[src/rtl/framestore_arbiter.sv]
// framestore_arbiter: round-robin arbiter of two frame readers and one writer onto one memory command channel
//   clk, rst (async, active-low)
//   reader side : rd_addr_empty/rd_addr_en/rd_addr_valid/rd_addr (2 x 22-bit),
//                 rdr_dta_almost_full/rdr_dta_en/rdr_dta (shared 64-bit return data)
//   writer side : wr_empty/wr_en/wr_valid/wr_addr/wr_dta
//   memory side : mem_cmd_valid/ready/write/addr/dta, mem_rd_valid/mem_rd_dta (in command order)
//   status      : busy, error (sticky until reset)
module framestore_arbiter #(
    parameter int tag_depth      = 3,
    parameter int per_reader_max = 4
) (
    input  logic        clk,
    input  logic        rst,
    input  logic [1:0]  rd_addr_empty,
    output logic [1:0]  rd_addr_en,
    input  logic [1:0]  rd_addr_valid,
    input  logic [43:0] rd_addr,
    input  logic [1:0]  rdr_dta_almost_full,
    output logic [1:0]  rdr_dta_en,
    output logic [63:0] rdr_dta,
    input  logic        wr_empty,
    output logic        wr_en,
    input  logic        wr_valid,
    input  logic [21:0] wr_addr,
    input  logic [63:0] wr_dta,
    output logic        mem_cmd_valid,
    input  logic        mem_cmd_ready,
    output logic        mem_cmd_write,
    output logic [21:0] mem_cmd_addr,
    output logic [63:0] mem_cmd_dta,
    input  logic        mem_rd_valid,
    input  logic [63:0] mem_rd_dta,
    output logic        busy,
    output logic        error
);
    localparam logic [1:0] IDLE = 2'd0, POP = 2'd1, WAIT = 2'd2, ISSUE = 2'd3;
    localparam int cw = $clog2(per_reader_max + 1);
    localparam logic [tag_depth:0] tag_cap = {1'b1, {tag_depth{1'b0}}};
    localparam logic [cw-1:0] rd_cap = cw'(per_reader_max);

    logic [1:0] state, win, ptr, win_n, c1, c2, inc, dec;
    logic [2:0] el;
    logic wv, push, pop, tag_full;
    logic [1:0][cw-1:0] out_cnt;
    logic [tag_depth:0] total;
    // one bit per outstanding read: which reader it belongs to
    logic [(1 << tag_depth)-1:0] tag_mem;
    logic [tag_depth-1:0] wp, rp;

    always_comb begin
        tag_full = total == tag_cap;
        el[0] = !rd_addr_empty[0] && !rdr_dta_almost_full[0] && out_cnt[0] < rd_cap && !tag_full;
        el[1] = !rd_addr_empty[1] && !rdr_dta_almost_full[1] && out_cnt[1] < rd_cap && !tag_full;
        el[2] = !wr_empty;
        // search order starts just after the last granted requester (0 -> 1 -> 2 -> 0)
        c1 = ptr == 2'd2 ? 2'd0 : ptr + 2'd1;
        c2 = c1 == 2'd2 ? 2'd0 : c1 + 2'd1;
        win_n = el[c1] ? c1 : el[c2] ? c2 : ptr;
        wv = win == 2'd2 ? wr_valid : rd_addr_valid[win[0]];
        push = state == ISSUE && mem_cmd_ready && !mem_cmd_write;
        // a return with nothing outstanding is dropped and leaves every counter alone
        pop = mem_rd_valid && total != '0;
        inc = push ? (win[0] ? 2'b10 : 2'b01) : 2'b00;
        dec = pop ? (tag_mem[rp] ? 2'b10 : 2'b01) : 2'b00;
    end

    assign mem_cmd_valid = state == ISSUE;
    assign rd_addr_en = state == POP && win != 2'd2 ? (win[0] ? 2'b10 : 2'b01) : 2'b00;
    assign wr_en = state == POP && win == 2'd2;
    assign busy = state != IDLE || total != '0;

    always_ff @(posedge clk or negedge rst) begin
        if (!rst) begin
            state <= IDLE;
            win <= 2'd0;
            ptr <= 2'd2;
            out_cnt <= '0;
            total <= '0;
            tag_mem <= '0;
            wp <= '0;
            rp <= '0;
            mem_cmd_addr <= '0;
            mem_cmd_dta <= '0;
            mem_cmd_write <= 1'b0;
            rdr_dta <= '0;
            rdr_dta_en <= '0;
            error <= 1'b0;
        end else begin
            if (state == IDLE && |el) begin
                win <= win_n;
                ptr <= win_n;
                state <= POP;
            end
            if (state == POP) state <= WAIT;
            if (state == WAIT) begin
                state <= wv ? ISSUE : IDLE;
                if (wv) begin
                    mem_cmd_addr <= win == 2'd2 ? wr_addr : win[0] ? rd_addr[43:22] : rd_addr[21:0];
                    mem_cmd_dta <= win == 2'd2 ? wr_dta : 64'd0;
                    mem_cmd_write <= win == 2'd2;
                end
            end
            if (state == ISSUE && mem_cmd_ready) state <= IDLE;
            if ((state == WAIT && !wv) || (mem_rd_valid && total == '0)) error <= 1'b1;
            if (push) begin
                tag_mem[wp] <= win[0];
                wp <= wp + 1'b1;
            end
            if (pop) begin
                rp <= rp + 1'b1;
                rdr_dta <= mem_rd_dta;
            end
            rdr_dta_en <= dec;
            total <= push && !pop ? total + 1'b1 : pop && !push ? total - 1'b1 : total;
            for (int i = 0; i < 2; i++)
                out_cnt[i] <= inc[i] && !dec[i] ? out_cnt[i] + 1'b1 :
                              dec[i] && !inc[i] ? out_cnt[i] - 1'b1 : out_cnt[i];
        end
    end
endmodule
[config.mk]
export PLATFORM = sky130hd
export DESIGN_NAME = framestore_arbiter
export DESIGN_NICKNAME = d
export VERILOG_FILES = /design/src/rtl/framestore_arbiter.sv
export SDC_FILE = /design/constraint.sdc
export NUM_CORES = 1
export LEC_CHECK = 0
export ABC_AREA = 0
export ABC_CLOCK_PERIOD_IN_PS = 5600
export CAP_MARGIN = 10
export CORE_AREA = 2 2 142 144
export CTS_BUF_LIST = sky130_fd_sc_hd__clkbuf_4
export DETAILED_ROUTE_END_ITERATION = 10
export DIE_AREA = 0 0 144 146
export PLACE_DENSITY = 0.77
export SLEW_MARGIN = 20
export SYNTH_ARGS = -nofsm -noshare
export SYNTH_HDL_FRONTEND = slang
export SYNTH_SLANG_ARGS = --single-unit
[constraint.sdc]
create_clock -name clk -period 5.6 [get_ports clk]
set_input_delay 1.12 -clock clk [delete_from_list [all_inputs] [get_ports clk]]
set_output_delay 1.12 -clock clk [all_outputs]
set_load 0.02 [all_outputs]
==> results of run 1 <==
-- flip-flops by register name, summed over array words and instances, names as in the netlist --
name and cells:
state 2, rdr_dta_en 2, rp 3, rdr_dta 64, mem_cmd_dta 64, mem_cmd_addr 22, wp 3, total 4
ptr 1, tag_mem 8, out_cnt 6, win 2, mem_cmd_write 1, error 1
-- where the power goes --
group	internal (W)	total, W	switching (W)
sequential	0.00175	0.00208	0.000321
combinational	0.00121	0.00254	0.00132
clock	0.000274	0.000741	0.000467
total	0.00324	0.00535	0.00211
-- cell usage in the layout (no fill, tap or decap), types with 3 or more instances in the layout --
| master | n |
|---|---|
| mux2_2 | 11 |
| a22o_1 | 64 |
| a221o_1 | 16 |
| buf_4 | 7 |
| xor2_1 | 4 |
| nand2_1 | 223 |
| nor3b_1 | 16 |
| nor2_1 | 31 |
| ha_1 | 7 |
| inv_1 | 9 |
| clkbuf_4 | 18 |
| diode_2 | 5 |
| inv_6 | 4 |
| nor3_1 | 8 |
| o31ai_1 | 3 |
| mux2i_1 | 10 |
| clkdlybuf4s50_1 | 363 |
| a21oi_1 | 23 |
| o21ai_0 | 14 |
| xnor2_1 | 8 |
| dfrtp_1 | 181 |
| fa_1 | 3 |
-- how the worst min path moves through the flow --
stage,start,slack [ps],to,cells past startpoint
2_1_floorplan,out_cnt[2]$_DFFE_PN0P_,440,out_cnt[2]$_DFFE_PN0P_,1
3_3_place_gp,rdr_dta[35]$_DFFE_PN0P_,460,rdr_dta[35]$_DFFE_PN0P_,2
3_5_place_dp,rdr_dta[15]$_DFFE_PN0P_,460,rdr_dta[15]$_DFFE_PN0P_,2
4_1_cts,rdr_dta[62]$_DFFE_PN0P_,490,rdr_dta[62]$_DFFE_PN0P_,2
5_1_grt,out_cnt[5]$_DFFE_PN0P_,510,out_cnt[5]$_DFFE_PN0P_,1
6_report,out_cnt[5]$_DFFE_PN0P_,480,out_cnt[5]$_DFFE_PN0P_,1
-- layer usage --
metal  up-vias  track usage  part of all wire
li1       3112            -                 -
met1      3132        0.279              0.39
met2       288        0.369              0.49
met3        34       0.0852             0.095
met4         0       0.0828             0.025
met5         -            0                 0
-- area by class of cell --
cell class	count	area, sq um
Tap cell	265	332
Multi-Input combinational cell	468	2780
Inverter	11	41.3
Timing Repair Buffer	372	3720
Clock inverter	13	144
Sequential cell	183	4580
Clock buffer	18	135
Antenna cell	5	12.5
Fill cell	1633	7590
-- cells by family after synthesis --
logic type      count (synthesis)  synth area share
mux                            24            0.0373
xor+xnor                       12            0.0138
compound gates                130             0.133
buf+inv                        61            0.0365
fa+ha+maj                      10            0.0194
flops                         183             0.601
simple gates                  292             0.159
-- through the flow --
step / cell area, sq um / total power [W] / instances
after floorplan: 7620 / 0.00349 / 712
final: 11700 / 0.00535 / 1335
after detailed placement: 11500 / 0.00465 / 1299
after global placement: 11500 / 0.00459 / 1299
after global routing: 11700 / 0.00571 / 1335
after CTS: 11700 / 0.00541 / 1330
-- synth_stat cells, drive strengths merged, types with 3 or more instances --
cell type	n	area share
a21oi	23	0.015
a221o	16	0.021
a22o	64	0.074
buf	29	0.021
clkbuf	21	0.010
dfrtp	182	0.60
fa	3	0.0079
ha	7	0.011
inv	11	0.0054
mux2	12	0.018
mux2i	10	0.013
nand2	223	0.11
nor2	32	0.016
nor3	8	0.0053
nor3b	16	0.016
o211ai	3	0.0036
o21ai	14	0.0092
o31ai	3	0.0030
xnor2	8	0.0092
xor2	4	0.0046
-- worst max-delay path: cells and delay by family, from the launching register on --
family                 cells  cell delay [ps]
AND/OR/NAND/NOR            2              270
flip-flops                 1              660
buffers and inverters      3             1180
==> impl_metrics.ini, run 1 <==
[clock_tree]
insertion_delay_ps = 560
clkSinkCount = 183
postCtsSetupRepairBufs = 0
htreeDepth = 4
cts_tree = built
cts_hold_buf = 0
clockRootBuffer = clkbuf_4
cts_resized = 0
clk_pin_slew_worst_paths_ps = 150
cts_made_buffers = 17
cts_buffer_depth = 2

[timing]
slew_headroom = 0.299
hold_viol_final = 0
final_max_slew_viol_count = 0
fin_setup_tns_ps = 0
layout_worst_path_cycle_share = 0.679
rsz0062_at_grt = false
hold_ws_ps = 485
skew_ps = 25.3
fmax_mhz = 263
worst_pin_slew_ps = 1050
setup_slack_ps = 1800
setup_viol = 0
finalCriticalPeriod_ps = 3800

[grt]
grt_first_pass_wirelength_um = 36600
grt_pass1_vias = 6640
gr-total-overflow = 0
track_usage = 0.228
grt_max_degree = 94
antenna_found_initial = 5

[worst_setup_path]
r2r_end = mem_cmd_addr[8]$_DFFE_PN0P_
critPathLaunch = win[0]$_DFFE_PN0P_
crit_chain = buf_4, inv_1, nand2_1, nor2_1, clkdlybuf4s50_1
reg2reg_from = win[1]$_DFFE_PN0P_
r2r_slack_ps = 2580
timing_worst_setup_path_type = reg -> out
end_kind = output port
reg2reg_depth = 6
cpPeakStageDelay_ps = 660
required_ps = 4480
cpMaxStageDelayCell = dfrtp_2
cp-endpoint = wr_en
startpoint_type = flop
crit_arrival_ps = 2680
cp_max_fo = 42

[die]
io_pins = 365
fp.coreArea_sq_um = 19300
start_util = 0.394
die_y_um = 146
die_w_um = 144
num_rows = 51
die_area_sq_um = 21000

[pwr]
ir_worst_vdd_uv = 282
cellLeakagePower_nw = 5.28
power_density_nw_per_um2 = 456

[route]
routedWlPerCell_um = 17.9
wl_um = 23900
via_count = 6566
drt_pass1_iterations = 4
drc = 0
antenna_left = 0
viasPerCell = 4.92
drt_iter0_markers = 299

[placed_design]
place.gp.congestion = 0.814
io_buffers = 364
dp_hpwl_um = 17600
preCtsSetupSlack_ps = 1800

[synth]
synth.avg_cell_area_sq_um = 10.7
synth_edf_count = 0
ys.flop_type = dfrtp_1
yosysSeqAreaShare = 0.601
synth-async-reset-ratio = 1.00
syn-cell-area_sq_um = 7620
syn-num-nets = 928
synth_warnings = 0
synth_seq_cells = 183
synth_cell_types = 41
synth_cells = 712

[final_layout]
fin_nets = 1269
area_growth_syn_to_layout_pct = 54.2
final_util = 0.608
layout-drive-gt1-share = 0.0573

[flow_run]
drv_cap = 0

[min_path]
hp-class = reg -> reg

[outcome]
run_status = finished clean
Power figures use the tool's default switching activity.
==> inputs of run 2 (changes only) <==
--- a/config.mk
+++ b/config.mk
@@ -6,13 +6,12 @@
 export NUM_CORES = 1
 export LEC_CHECK = 0
 export ABC_AREA = 0
-export ABC_CLOCK_PERIOD_IN_PS = 5600
+export ABC_CLOCK_PERIOD_IN_PS = 3400
 export CAP_MARGIN = 10
-export CORE_AREA = 2 2 142 144
+export CORE_UTILIZATION = 38
 export CTS_BUF_LIST = sky130_fd_sc_hd__clkbuf_4
 export DETAILED_ROUTE_END_ITERATION = 10
-export DIE_AREA = 0 0 144 146
-export PLACE_DENSITY = 0.77
+export PLACE_DENSITY = 0.79
 export SLEW_MARGIN = 20
 export SYNTH_ARGS = -nofsm -noshare
 export SYNTH_HDL_FRONTEND = slang
==> constraint.sdc (replaced) <==
create_clock -name clk -period 3.4 [get_ports clk]
set_input_delay 0.68 -clock clk [delete_from_list [all_inputs] [get_ports clk]]
set_output_delay 0.68 -clock clk [all_outputs]
set_load 0.02 [all_outputs]
==> run 2 against run 1 <==
- final cell count barely moved
- setup slack got worse by 1300 ps
- highest routed layer unchanged
- worst hold slack got worse by 390 ps
- die area fell by 1.9%
- routed wire length fell by 2.2%
- sequential share of layout area fell by 0.11 points
- largest power group unchanged
- combinational power rose by 64%
- clock-buffer cell count fell by 1
- first-iteration DRC count fell by 18%
- global-route usage fell by 0.33 points
- critical path depth fell by 1
- sequential power rose by 65%
==> impl_metrics.ini, run 2 (synthesis gave the netlist of run 1 again) <==
[outcome]
run_status = finished clean

[timing]
hold_viol_final = 0
layout_worst_path_cycle_share = 0.855
worst_pin_slew_ps = 889
skew_ps = 27.5
fin_setup_tns_ps = 0
slew_headroom = 0.407
final_max_slew_viol_count = 0
fmax_mhz = 344
finalCriticalPeriod_ps = 2910
rsz0062_at_grt = false
setup_viol = 0

[worst_setup_path]
cpPeakStageDelay_ps = 610
required_ps = 2720
crit_chain = inv_1, nand2_1, nor2_1, clkdlybuf4s50_1
crit_arrival_ps = 2230
crit_buf_inv = 2
r2r_slack_ps = 790
cp_max_fo = 21
cpLargestDelayFamily = buffers and inverters
end_kind = output port
timing_worst_setup_path_type = reg -> out
cpMaxStageDelayCell = clkdlybuf4s50_1
startpoint_type = flop

[clock_tree]
clockRootBuffer = clkbuf_4
htreeDepth = 4
cts_buffer_depth = 2
postCtsSetupRepairBufs = 0
cts_resized = 0
clk_pin_slew_worst_paths_ps = 160
cts_made_buffers = 17
cts_hold_buf = 0
insertion_delay_ps = 570
clkSinkCount = 183
cts_tree = built

[die]
die_area_sq_um = 20600
die_w_um = 144
num_rows = 51
io_pins = 365
start_util = 0.389
die_y_um = 144
fp.coreArea_sq_um = 19600

[pwr]
ir_worst_vdd_uv = 414
cellLeakagePower_nw = 5.31
power_density_nw_per_um2 = 750

[grt]
antenna_found_initial = 1
track_usage = 0.225
grt_first_pass_wirelength_um = 35100
gr-total-overflow = 0
grt_pass1_vias = 6590
grt_max_degree = 112

[final_layout]
layout-drive-gt1-share = 0.0608
fill_cells = 1648
final_cell_mix = 363 x clkdlybuf4s50_1, 223 x nand2_1, 181 x dfrtp_1
area_growth_syn_to_layout_pct = 54.6
fin_area_sq_um = 11800
layout_top_registers = mem_cmd_dta: 64 flops, rdr_dta: 64 flops, mem_cmd_addr: 22 flops
fin_nets = 1272
layout_commonest_cell = clkdlybuf4s50_1

[placed_design]
place.gp.congestion = 0.781
dp_hpwl_um = 17100
placed_area_sq_um = 11500
io_buffers = 364

[route]
viasPerCell = 4.93
routedWlPerCell_um = 17.5
drt_iter0_markers = 244
drt_pass1_iterations = 4
via_count = 6593
wl_um = 23400
antenna_left = 0
drc = 0

[min_path]
hp-class = in -> async

[flow_run]
drv_cap = 0
==> run 2: power by group <==
| part | internal [W] | switching, W | total, W |
|---|---|---|---|
| Clock | 0.000394 | 0.000829 | 0.00122 |
| Combinational | 0.00201 | 0.00216 | 0.00417 |
| Sequential | 0.00289 | 0.000555 | 0.00344 |
| Total | 0.00530 | 0.00354 | 0.00884 |
==> run 2: layout make-up <==
class,instances,area [sq um],share of cell area
well taps,265,332,0.0281
inverters,11,41.3,0.00350
diodes,2,5.00,0.000425
clock inverters,15,158,0.0134
multi-input cells,468,2780,0.236
clock buffers,17,128,0.0108
repair buffers,375,3750,0.319
flip-flops and latches,183,4580,0.389
==> run 2: path summary, 6_finish.rpt <==
kind / startpoint / endpoint / cells past startpoint
min in group clk: out_cnt[5]$_DFFE_PN0P_ / out_cnt[5]$_DFFE_PN0P_ / 1
min reg2reg: out_cnt[5]$_DFFE_PN0P_ / out_cnt[5]$_DFFE_PN0P_ / 1
max: win[0]$_DFFE_PN0P_ / wr_en / 4
max in group asynchronous: rst / ptr[1]$_DFFE_PN1P_ / 2
max reg2reg: total[0]$_DFFE_PN0P_ / total[3]$_DFFE_PN0P_ / 10
min: rst / mem_cmd_addr[13]$_DFFE_PN0P_ / 1
==> run 2: metrics by stage <==
step | utilization | power (W) | worst slack [ps] | hold slack, ps | std cells
6_report | 0.601 | 0.00884 | 493 | 93.8 | 1336
5_1_grt | 0.601 | 0.00941 | 320 | 98.5 | 1335
4_1_cts | 0.601 | 0.00893 | 409 | 73.3 | 1334
3_5_place_dp | 0.587 | 0.00768 | 407 | 461 | 1302
3_3_place_gp | 0.587 | 0.00756 | 489 | 456 | 1302
2_1_floorplan | - | 0.00574 | 725 | 384 | 712
==> run 2: worst register-to-register path: cells and delay by family (launching register included) <==
kind / cells / cell delay [ps]
flops: 1 / 480
fa+ha+maj: 2 / 510
buf+inv: 3 / 370
compound gates: 3 / 770
simple gates: 2 / 380
==> run 2: routing by layer <==
metal  wire, um  up-vias  GRT usage
met1       9080     3173      0.263
met2      11400      282      0.377
met5          0        -          0
li1           -     3105          -
met3       2220       33     0.0783
met4        607        0     0.0885
==> inputs of run 3 (changes only) <==
--- a/config.mk
+++ b/config.mk
@@ -8,10 +8,12 @@
 export ABC_AREA = 0
 export ABC_CLOCK_PERIOD_IN_PS = 3400
 export CAP_MARGIN = 10
-export CORE_UTILIZATION = 38
+export CELL_PAD_IN_SITES_DETAIL_PLACEMENT = 0
+export CELL_PAD_IN_SITES_GLOBAL_PLACEMENT = 1
+export CORE_UTILIZATION = 28
 export CTS_BUF_LIST = sky130_fd_sc_hd__clkbuf_4
 export DETAILED_ROUTE_END_ITERATION = 10
-export PLACE_DENSITY = 0.79
+export PLACE_DENSITY_LB_ADDON = 0.1
 export SLEW_MARGIN = 20
 export SYNTH_ARGS = -nofsm -noshare
 export SYNTH_HDL_FRONTEND = slang
==> run 3 against run 2 <==
- critical path depth is 1 lower
- register-to-register slack better by 70 ps
- clock power is 14% higher
- critical endpoint is now rd_addr_en[0]
==> impl_metrics.ini, run 3 (synthesis gave the netlist of run 1 again) <==
[clock_tree]
cts_resized = 0
cts_tree = built
cts_made_buffers = 17
htreeDepth = 4
clkSinkCount = 183
cts_buffer_depth = 2
insertion_delay_ps = 580
clockRootBuffer = clkbuf_4
postCtsSetupRepairBufs = 0
clk_pin_slew_worst_paths_ps = 180
cts_hold_buf = 0

[worst_setup_path]
end_kind = output port
reg2reg_depth = 10
reg2reg_from = total[0]$_DFFE_PN0P_
r2r_slack_ps = 860
r2r_end = total[3]$_DFFE_PN0P_
cp_max_fo = 13
crit_arrival_ps = 2160
startpoint_type = flop
timing_worst_setup_path_type = reg -> out
required_ps = 2720

[die]
num_rows = 60
die_area_sq_um = 27900
die_w_um = 167
fp.coreArea_sq_um = 26800
die_y_um = 167
io_pins = 365
start_util = 0.284

[timing]
skew_ps = 37.9
fin_setup_tns_ps = 0
setup_viol = 0
layout_worst_path_cycle_share = 0.835
worst_pin_slew_ps = 767
fmax_mhz = 352
slew_headroom = 0.489
finalCriticalPeriod_ps = 2840
hold_viol_final = 0
rsz0062_at_grt = false
final_max_slew_viol_count = 0

[route]
drt_iter0_markers = 390
via_count = 6420
antenna_left = 0
wl_um = 25000
drt_pass1_iterations = 4
drc = 0
viasPerCell = 4.54
routedWlPerCell_um = 17.7

[final_layout]
area_growth_syn_to_layout_pct = 57.0
layout_commonest_cell = clkdlybuf4s50_1
finalNonFillerCells = 1415
fin_nets = 1275
layout-drive-gt1-share = 0.0644
fill_cells = 2592
layout_top_registers = mem_cmd_dta: 64 flops, rdr_dta: 64 flops, mem_cmd_addr: 22 flops
final_cell_mix = 363 x clkdlybuf4s50_1, 223 x nand2_1, 181 x dfrtp_1

[pwr]
power_density_nw_per_um2 = 753
cellLeakagePower_nw = 5.35
ir_worst_vdd_uv = 252

[grt]
grt_pass1_vias = 6660
track_usage = 0.183
grt_first_pass_wirelength_um = 39200
gr-total-overflow = 0
grt_max_degree = 112
antenna_found_initial = 2

[placed_design]
place.gp.congestion = 0.769
dp.cells = 1381
dp_hpwl_um = 17900
io_buffers = 364

[flow_run]
drv_cap = 0

[min_path]
hp-class = in -> async

[outcome]
run_status = finished clean
==> run 3: changes by cell type in the layout (fill, tap and decap cells not counted) <==
| cell | change |
|---|---|
| buf_4 | +3 |
| bufinv_16 | +1 |
| clkinv_1 | -1 |
| clkinv_4 | -4 |
| clkinv_8 | +5 |
| clkinvlp_4 | -2 |
| inv_6 | +3 |
| inv_8 | -2 |
==> run 3: how the worst max path moves through the flow <==
stage	start	to	slack, ps	depth (start not counted)
detailed placement	mem_cmd_ready	total[3]$_DFFE_PN0P_	440	9
CTS	win[0]$_DFFE_PN0P_	rd_addr_en[0]	460	3
global route	win[0]$_DFFE_PN0P_	rd_addr_en[0]	350	3
floorplan	total[0]$_DFFE_PN0P_	total[3]$_DFFE_PN0P_	730	11
finish	win[0]$_DFFE_PN0P_	rd_addr_en[0]	560	3
global placement	mem_cmd_ready	total[3]$_DFFE_PN0P_	460	9
==> run 3: worst max-delay path: stages, from the launching register on <==
cell             delay, ps
dfrtp_2                520
buf_4                  210
nor3_1                 200
clkdlybuf4s50_1        680
==> run 3: area by class of cell <==
type | instances | area (sq um) | area share
Multi-Input combinational cell | 468 | 2780 | 0.233
Clock inverter | 15 | 219 | 0.0183
Timing Repair Buffer | 378 | 3780 | 0.316
Inverter | 11 | 41.3 | 0.00345
Tap cell | 341 | 427 | 0.0357
Sequential cell | 183 | 4580 | 0.383
Antenna cell | 2 | 5.00 | 0.000418
Clock buffer | 17 | 128 | 0.0107
==> run 3: stage by stage <==
| stage | setup WS, ps | instance area (sq um) | util | power, W | hold slack [ps] |
|---|---|---|---|---|---|
| final | 561 | 12000 | 0.446 | 0.00901 | 83.6 |
| after global routing | 350 | 12000 | 0.446 | 0.00965 | 58.7 |
| after CTS | 465 | 12000 | 0.446 | 0.00915 | 58.4 |
| after detailed placement | 440 | 11600 | 0.433 | 0.00772 | 458 |
| after global placement | 459 | 11600 | 0.433 | 0.00770 | 456 |
| after floorplan | 725 | 7620 | - | 0.00574 | 384 |
==> run 3: routing by layer <==
| metal | wire length (um) | global-route usage | vias up |
|---|---|---|---|
| met1 | 11000 | 0.231 | 3062 |
| met5 | 0 | 0 | - |
| li1 | - | - | 3112 |
| met3 | 2340 | 0.0765 | 6 |
| met4 | 107 | 0.0395 | 0 |
| met2 | 11600 | 0.290 | 240 |
==> run 3: report_power, final <==
part | switching, W | internal (W) | total [W]
combinational | 0.00219 | 0.00202 | 0.00421
clock | 0.000899 | 0.000494 | 0.00139
sequential | 0.000511 | 0.00289 | 0.00340
